`src/rtl/grf_scoreboard_if.sv`:
```
// Issue/retire handshake bundle between decode, writeback and the GRF scoreboard.
interface grf_scoreboard_if;
  localparam int unsigned AW   = 5;
  localparam int unsigned NREG = 32;

  logic            issue_valid;
  logic [AW-1:0]   issue_rs;
  logic [AW-1:0]   issue_rt;
  logic            issue_use_rs;
  logic            issue_use_rt;
  logic            issue_wr;
  logic [AW-1:0]   issue_dst;
  logic            wb_valid;
  logic [AW-1:0]   wb_addr;
  logic            flush;
  logic            stall;
  logic [NREG-1:0] busy_mask;
  logic            err;

  // Decode/writeback side drives requests and observes the hazard result.
  modport master (
    output issue_valid, issue_rs, issue_rt, issue_use_rs, issue_use_rt,
    output issue_wr, issue_dst, wb_valid, wb_addr, flush,
    input  stall, busy_mask, err
  );

  // Scoreboard side.
  modport slave (
    input  issue_valid, issue_rs, issue_rt, issue_use_rs, issue_use_rt,
    input  issue_wr, issue_dst, wb_valid, wb_addr, flush,
    output stall, busy_mask, err
  );
endinterface

```
`src/rtl/grf_scoreboard.sv`:
```
// Issue-side hazard scoreboard for the 32x32 GRF: per-register pending-writer
// counters, RAW/WAW-saturation stall, sticky error on retire without writer.
// Optional build macro GRF_SB_WB_BYPASS_EN: a source whose only pending writer
// retires this cycle is treated as ready.
module grf_scoreboard #(
  parameter int unsigned CNT_W = 2
) (
  input  logic clk,
  input  logic reset,
  grf_scoreboard_if.slave sb
);
  localparam int unsigned NREG = 32;
  localparam logic [CNT_W-1:0] CNT_MAX = {CNT_W{1'b1}};
  localparam logic [CNT_W-1:0] CNT_ONE = CNT_W'(1);

  logic [CNT_W-1:0] cnt_q [NREG];
  logic [CNT_W-1:0] cnt_d [NREG];
  logic [NREG-1:0]  busy_q, busy_d;
  logic             err_q, err_d;

  logic byp_rs, byp_rt, busy_rs, busy_rt, waw_full, stall_c, inc, dec;

  // Hazard detection and accept/retire qualifiers from current state and inputs.
  always_comb begin
`ifdef GRF_SB_WB_BYPASS_EN
    byp_rs = sb.wb_valid && (sb.wb_addr == sb.issue_rs) && (cnt_q[sb.issue_rs] == CNT_ONE);
    byp_rt = sb.wb_valid && (sb.wb_addr == sb.issue_rt) && (cnt_q[sb.issue_rt] == CNT_ONE);
`else
    byp_rs = 1'b0;
    byp_rt = 1'b0;
`endif
    busy_rs  = (sb.issue_rs != 5'd0) && (cnt_q[sb.issue_rs] != '0) && !byp_rs;
    busy_rt  = (sb.issue_rt != 5'd0) && (cnt_q[sb.issue_rt] != '0) && !byp_rt;
    waw_full = sb.issue_wr && (sb.issue_dst != 5'd0) && (cnt_q[sb.issue_dst] == CNT_MAX);
    stall_c  = sb.issue_valid && !sb.flush && !reset &&
               ((sb.issue_use_rs && busy_rs) || (sb.issue_use_rt && busy_rt) || waw_full);
    inc      = sb.issue_valid && !stall_c && sb.issue_wr && (sb.issue_dst != 5'd0) && !sb.flush;
    dec      = sb.wb_valid && (sb.wb_addr != 5'd0) && !sb.flush;
  end

  // Next-state counters, busy mask and sticky error.
  always_comb begin
    err_d  = err_q;
    busy_d = '0;
    for (int unsigned r = 0; r < NREG; r++) begin
      cnt_d[r] = cnt_q[r];
    end
    cnt_d[0] = '0;
    if (sb.flush) begin
      for (int unsigned r = 0; r < NREG; r++) begin
        cnt_d[r] = '0;
      end
    end else begin
      for (int unsigned r = 1; r < NREG; r++) begin
        if (inc && (sb.issue_dst == 5'(r)) && !(dec && (sb.wb_addr == 5'(r)))) begin
          cnt_d[r] = cnt_q[r] + CNT_ONE;
        end else if (dec && (sb.wb_addr == 5'(r)) && !(inc && (sb.issue_dst == 5'(r)))) begin
          if (cnt_q[r] != '0) begin
            cnt_d[r] = cnt_q[r] - CNT_ONE;
          end else begin
            err_d = 1'b1;
          end
        end
      end
    end
    for (int unsigned r = 1; r < NREG; r++) begin
      busy_d[r] = (cnt_d[r] != '0);
    end
  end

  // State registers with synchronous active-high reset.
  always_ff @(posedge clk) begin
    if (reset) begin
      for (int unsigned r = 0; r < NREG; r++) begin
        cnt_q[r] <= '0;
      end
      busy_q <= '0;
      err_q  <= 1'b0;
    end else begin
      for (int unsigned r = 0; r < NREG; r++) begin
        cnt_q[r] <= cnt_d[r];
      end
      busy_q <= busy_d;
      err_q  <= err_d;
    end
  end

  assign sb.stall     = stall_c;
  assign sb.busy_mask = busy_q;
  assign sb.err       = err_q;
endmodule
```
`src/flat_wrapper.sv`:
```
// flat-port wrapper written by rule: the top's interface ports become plain ports
module grf_scoreboard_flat 
#(
  parameter int unsigned CNT_W = 2
)
  (clk, reset, sb_issue_valid, sb_issue_rs, sb_issue_rt, sb_issue_use_rs, sb_issue_use_rt, sb_issue_wr, sb_issue_dst, sb_wb_valid, sb_wb_addr, sb_flush, sb_stall, sb_busy_mask, sb_err);
  grf_scoreboard_if sb_i ();
  input  logic clk;
  input  logic reset;
  input wire logic [$bits(sb_i.issue_valid)-1:0] sb_issue_valid;
  input wire logic [$bits(sb_i.issue_rs)-1:0] sb_issue_rs;
  input wire logic [$bits(sb_i.issue_rt)-1:0] sb_issue_rt;
  input wire logic [$bits(sb_i.issue_use_rs)-1:0] sb_issue_use_rs;
  input wire logic [$bits(sb_i.issue_use_rt)-1:0] sb_issue_use_rt;
  input wire logic [$bits(sb_i.issue_wr)-1:0] sb_issue_wr;
  input wire logic [$bits(sb_i.issue_dst)-1:0] sb_issue_dst;
  input wire logic [$bits(sb_i.wb_valid)-1:0] sb_wb_valid;
  input wire logic [$bits(sb_i.wb_addr)-1:0] sb_wb_addr;
  input wire logic [$bits(sb_i.flush)-1:0] sb_flush;
  output wire logic [$bits(sb_i.stall)-1:0] sb_stall;
  output wire logic [$bits(sb_i.busy_mask)-1:0] sb_busy_mask;
  output wire logic [$bits(sb_i.err)-1:0] sb_err;
  assign sb_i.issue_valid = sb_issue_valid;
  assign sb_i.issue_rs = sb_issue_rs;
  assign sb_i.issue_rt = sb_issue_rt;
  assign sb_i.issue_use_rs = sb_issue_use_rs;
  assign sb_i.issue_use_rt = sb_issue_use_rt;
  assign sb_i.issue_wr = sb_issue_wr;
  assign sb_i.issue_dst = sb_issue_dst;
  assign sb_i.wb_valid = sb_wb_valid;
  assign sb_i.wb_addr = sb_wb_addr;
  assign sb_i.flush = sb_flush;
  assign sb_stall = sb_i.stall;
  assign sb_busy_mask = sb_i.busy_mask;
  assign sb_err = sb_i.err;
  grf_scoreboard #(.CNT_W(CNT_W)) u_core (.clk(clk), .reset(reset), .sb(sb_i));
endmodule
```
`config.mk`:
```
export PLATFORM = sky130hd
export DESIGN_NAME = grf_scoreboard_flat
export DESIGN_NICKNAME = d
export VERILOG_FILES = /design/src/rtl/grf_scoreboard_if.sv /design/src/rtl/grf_scoreboard.sv /design/src/flat_wrapper.sv
export SDC_FILE = /design/constraint.sdc
export NUM_CORES = 1
export LEC_CHECK = 0
export BUFFER_PORTS_ARGS = -buffer_cell sky130_fd_sc_hd__buf_2
export CAP_MARGIN = 20
export CORE_ASPECT_RATIO = 0.7
export CORE_MARGIN = 3
export CORE_UTILIZATION = 65
export DETAILED_ROUTE_END_ITERATION = 8
export GPL_TIMING_DRIVEN = 1
export HOLD_SLACK_MARGIN = 0.06
export PLACE_DENSITY = 0.86
export SLEW_MARGIN = 5
export SYNTH_ARGS = -nofsm -noshare
export SYNTH_HDL_FRONTEND = slang
export SYNTH_SLANG_ARGS = --single-unit
export TNS_END_PERCENT = 1
```
`constraint.sdc`:
```
create_clock -name clk -period 4.8 [get_ports clk]
set_input_delay 0.24 -clock clk [delete_from_list [all_inputs] [get_ports clk]]
set_output_delay 0.24 -clock clk [all_outputs]
set_load 0.02 [all_outputs]
```
==> impl_metrics.tcl <==
set metrics [dict create \
    slew_headroom_pct 36.4 \
    seq_area_frac_synth_pct 25.2 \
    mappedNetlistArea_um2 7470 \
    grt.overflow.total 0 \
    share_of_the_clock_period_used_by_the_worst_path_after_layout_pct 82.8 \
    end_of_the_worst_hold_path "u_core.sb.err$_SDFFE_PP0N_" \
    fin_tns_setup_ns 0 \
    cts_root_buffer "sky130_fd_sc_hd__clkbuf_16" \
    worst_r2r_endpoint "u_core.sb.busy_mask[12]$_SDFF_PP0_" \
    routed_via_density 6.62 \
    floorplan.die_area_um2 12800 \
    grt_first_pass_wirelength_mm 35.2 \
    rsz0062_at_grt "false" \
    critPathMaxStageDelay_ns 0.61 \
    crit_fanout 26 \
    post_synth_edffs 0 \
    standard_cell_area_after_detailed_placement_um2 7790 \
    flow.area_growth_from_synthesis_pct 8.29 \
    ctsResizeCount 0 \
    synth_cells 922 \
    reg2reg_setup_slack_ns 0.82 \
    design_power_total_mw 1.69 \
    post_drt_wl_per_cell_um 20.2 \
    clock_latency_late_sink_ns 0.35 \
    achievable-frequency_ghz 0.251 \
    dp.final_hpwl_mm 17.2 \
    crit_arrival_ns 4.22 \
    postSynthAreaPerCell_um2 8.10 \
    pin_count 62 \
    synth.net_count 1043 \
    final_period_minus_worst_setup_slack_ns 3.98 \
    ant_nets 0 \
    die_h_um 95.7 \
    drv.max_cap_violation_count 0 \
    startpoint_of_the_worst_slack_reg_to_reg_timing_path "u_core.cnt_q[26][1]$_SDFF_PP0_" \
    diodes 0 \
    setup_viol_count_final 0 \
    first_global_vias 6517 \
    status "complete, no violations" \
    cts-htree-levels 3 \
    yosys.cell_types.count 81 \
    initial_core_util_pct 67.1 \
    min-delay-start "reset" \
    synth.ff_latch_count 94 \
    buffer_ports.inserted 60 \
    worstRegToRegCells 10 \
    worst_setup_path_end_kind "register" \
    std_cell_rows 32 \
    grt_antenna_before_repair 0 \
    cellLeakagePower_nw 2.97 \
    cts_tree "done" \
    drt-pass1-iter-count 6 \
    ir_worst_vdd_mv 0.195 \
    cts.repair_timing.setup_buffer_count 0 \
    clkSinkCount 94 \
    n_fill_cell 940 \
    pwr_density_cell_nw_per_um2 208 \
    vias 7391 \
    final_cell_area_um2 8090 \
    die_x_um 134 \
    routabilityCongestion 1.06 \
    ys_warns 0 \
    cts_hold_repair.buffers 0 \
    worstSetupPathType "reg -> reg" \
    track_usage_pct 35.1 \
    number_of_instances_on_the_worst_hold_path 3 \
    drt-total-wl_mm 22.6 \
    share_of_synthesized_flip_flops_with_an_asynchronous_set_or_reset_pct 0 \
    required_ns 5.04 \
    holdCritPathClass "in -> reg" \
    largest_net_degree_at_the_start_of_global_routing 65 \
    clkTransAtPathRegs_ns 0.07 \
    clock_path_buffers 2 \
    report.final.slew_viol_count 0 \
    drc_errors 0 \
    path_cells "nor2_1 > mux4_1 > mux4_2 > a21o_1 > o22ai_4 > or3_1 > nor4_1 > a22oi_1 > a21oi_1 > or2_2" \
    finalNetCount 1080 \
    inserted_clock_buffers 9 \
    drt-initial-drc-count 1056 \
    timing_worst_slew_pin_value_ns 0.945 \
    layout-drive-gt1-share_pct 13.3 \
    core_region_area_um2 11100 \
    yosys_most_used_dff "sky130_fd_sc_hd__dfxtp_1" \
    final_hold_vio_count 0 \
    post-route-util_pct 72.7 \
    skew_ns 0.00530 \
    critical_path.startpoint_type "register" \
    critPathSlowestCell "sky130_fd_sc_hd__o22ai_4" \
]
cells by family after synthesis:
group,share of synthesized area [%]
simple gates,26.9
other cells,0.0502
fa+ha+maj,15.6
compound gates,18.8
flops,25.2
buf+inv,6.70
mux,5.39
xor+xnor,1.41
flip-flops by register name, indices dropped and copies added, names as in the netlist:
name,cells
u_core.sb.err,1
u_core.sb.busy_mask,31
u_core.cnt_q,62
placed cells by master, fill, tap and decap left out, types with 9 or more instances in the layout:
cell                        count
sky130_fd_sc_hd__ha_1          93
sky130_fd_sc_hd__xnor2_1       10
sky130_fd_sc_hd__o31a_1        10
sky130_fd_sc_hd__a22oi_1       35
sky130_fd_sc_hd__nor4_1        26
sky130_fd_sc_hd__buf_2         61
sky130_fd_sc_hd__mux4_2        14
sky130_fd_sc_hd__nand3_1       45
sky130_fd_sc_hd__nor2_1        88
sky130_fd_sc_hd__inv_1         79
sky130_fd_sc_hd__or2_1         20
sky130_fd_sc_hd__or2_2         10
sky130_fd_sc_hd__a21oi_1       42
sky130_fd_sc_hd__dfxtp_1       94
sky130_fd_sc_hd__or3_1         19
sky130_fd_sc_hd__clkbuf_16      9
sky130_fd_sc_hd__o31ai_1       10
sky130_fd_sc_hd__nand3b_1      11
sky130_fd_sc_hd__a31oi_1       24
sky130_fd_sc_hd__nor2b_1       11
sky130_fd_sc_hd__nand2_1       87
sky130_fd_sc_hd__nor3_1        21
sky130_fd_sc_hd__nand4_1        9
worst max-delay path by stage:
stage | startpoint | end | slack, ns | depth (start not counted)
2_1_floorplan | sb_issue_rs[0] | u_core.sb.busy_mask[12]$_SDFF_PP0_ | 1.90 | 13
3_3_place_gp | sb_issue_dst[1] | u_core.sb.busy_mask[10]$_SDFF_PP0_ | 0.98 | 10
3_5_place_dp | u_core.cnt_q[30][1]$_SDFF_PP0_ | u_core.sb.busy_mask[12]$_SDFF_PP0_ | 1.02 | 10
4_1_cts | u_core.cnt_q[30][1]$_SDFF_PP0_ | u_core.sb.busy_mask[12]$_SDFF_PP0_ | 0.94 | 10
5_1_grt | u_core.cnt_q[30][1]$_SDFF_PP0_ | u_core.sb.busy_mask[12]$_SDFF_PP0_ | 0.71 | 10
6_report | u_core.cnt_q[26][1]$_SDFF_PP0_ | u_core.sb.busy_mask[12]$_SDFF_PP0_ | 0.82 | 10
cell usage after synthesis, types with 14 or more instances:
library cell | n | share of area (%)
sky130_fd_sc_hd__clkbuf_1 | 19 | 0.95
sky130_fd_sc_hd__a31oi_1 | 24 | 2.0
sky130_fd_sc_hd__dfxtp_1 | 94 | 25
sky130_fd_sc_hd__nor4_1 | 26 | 2.2
sky130_fd_sc_hd__nor3_1 | 21 | 1.4
sky130_fd_sc_hd__a22oi_1 | 35 | 3.5
sky130_fd_sc_hd__ha_1 | 93 | 16
sky130_fd_sc_hd__nor2_1 | 88 | 4.4
sky130_fd_sc_hd__nand3_1 | 45 | 3.0
sky130_fd_sc_hd__a21oi_1 | 42 | 2.8
sky130_fd_sc_hd__nand2_1 | 87 | 4.4
sky130_fd_sc_hd__or3_1 | 19 | 1.6
sky130_fd_sc_hd__mux4_2 | 14 | 4.2
sky130_fd_sc_hd__or2_1 | 20 | 1.7
sky130_fd_sc_hd__inv_1 | 79 | 4.0
area by class of cell:
class	count	area (µm²)	area share (%)
sequential	94	1880	23.3
timing repair buffer	64	328	4.05
clock inverter	6	67.6	0.835
inverter	81	304	3.76
multi-input combinational	709	5090	62.9
clock buffer	10	229	2.83
tap	153	191	2.37
report_power, final:
part	switching (mW)	internal, mW
Clock	0.334	0.407
Combinational	0.115	0.0461
Sequential	0.00167	0.781
worst max-delay path, delay by kind of cell, from the launching register on:
kind | cells | cell delay (ns)
DFF | 1 | 0.48
AOI/OAI and AO/OA | 4 | 1.10
muxes | 2 | 1.06
and+or+nand+nor | 4 | 1.20
stage by stage:
step / instances / hold WS, ns / setup WS (ns)
global placement: 1100 / 0.527 / 0.982
global route: 1117 / 0.263 / 0.714
floorplan: 922 / 0.395 / 1.90
finish: 1117 / 0.260 / 0.824
CTS: 1117 / 0.251 / 0.941
detailed placement: 1101 / 0.529 / 1.02
per-layer routing:
metal / GRT usage [%] / share of wire [%]
met5: 0 / 0
met4: 10.9 / 2.4
met3: 14.3 / 15
met2: 48.4 / 39
met1: 49.9 / 44
(Power assumes the default switching activity.)
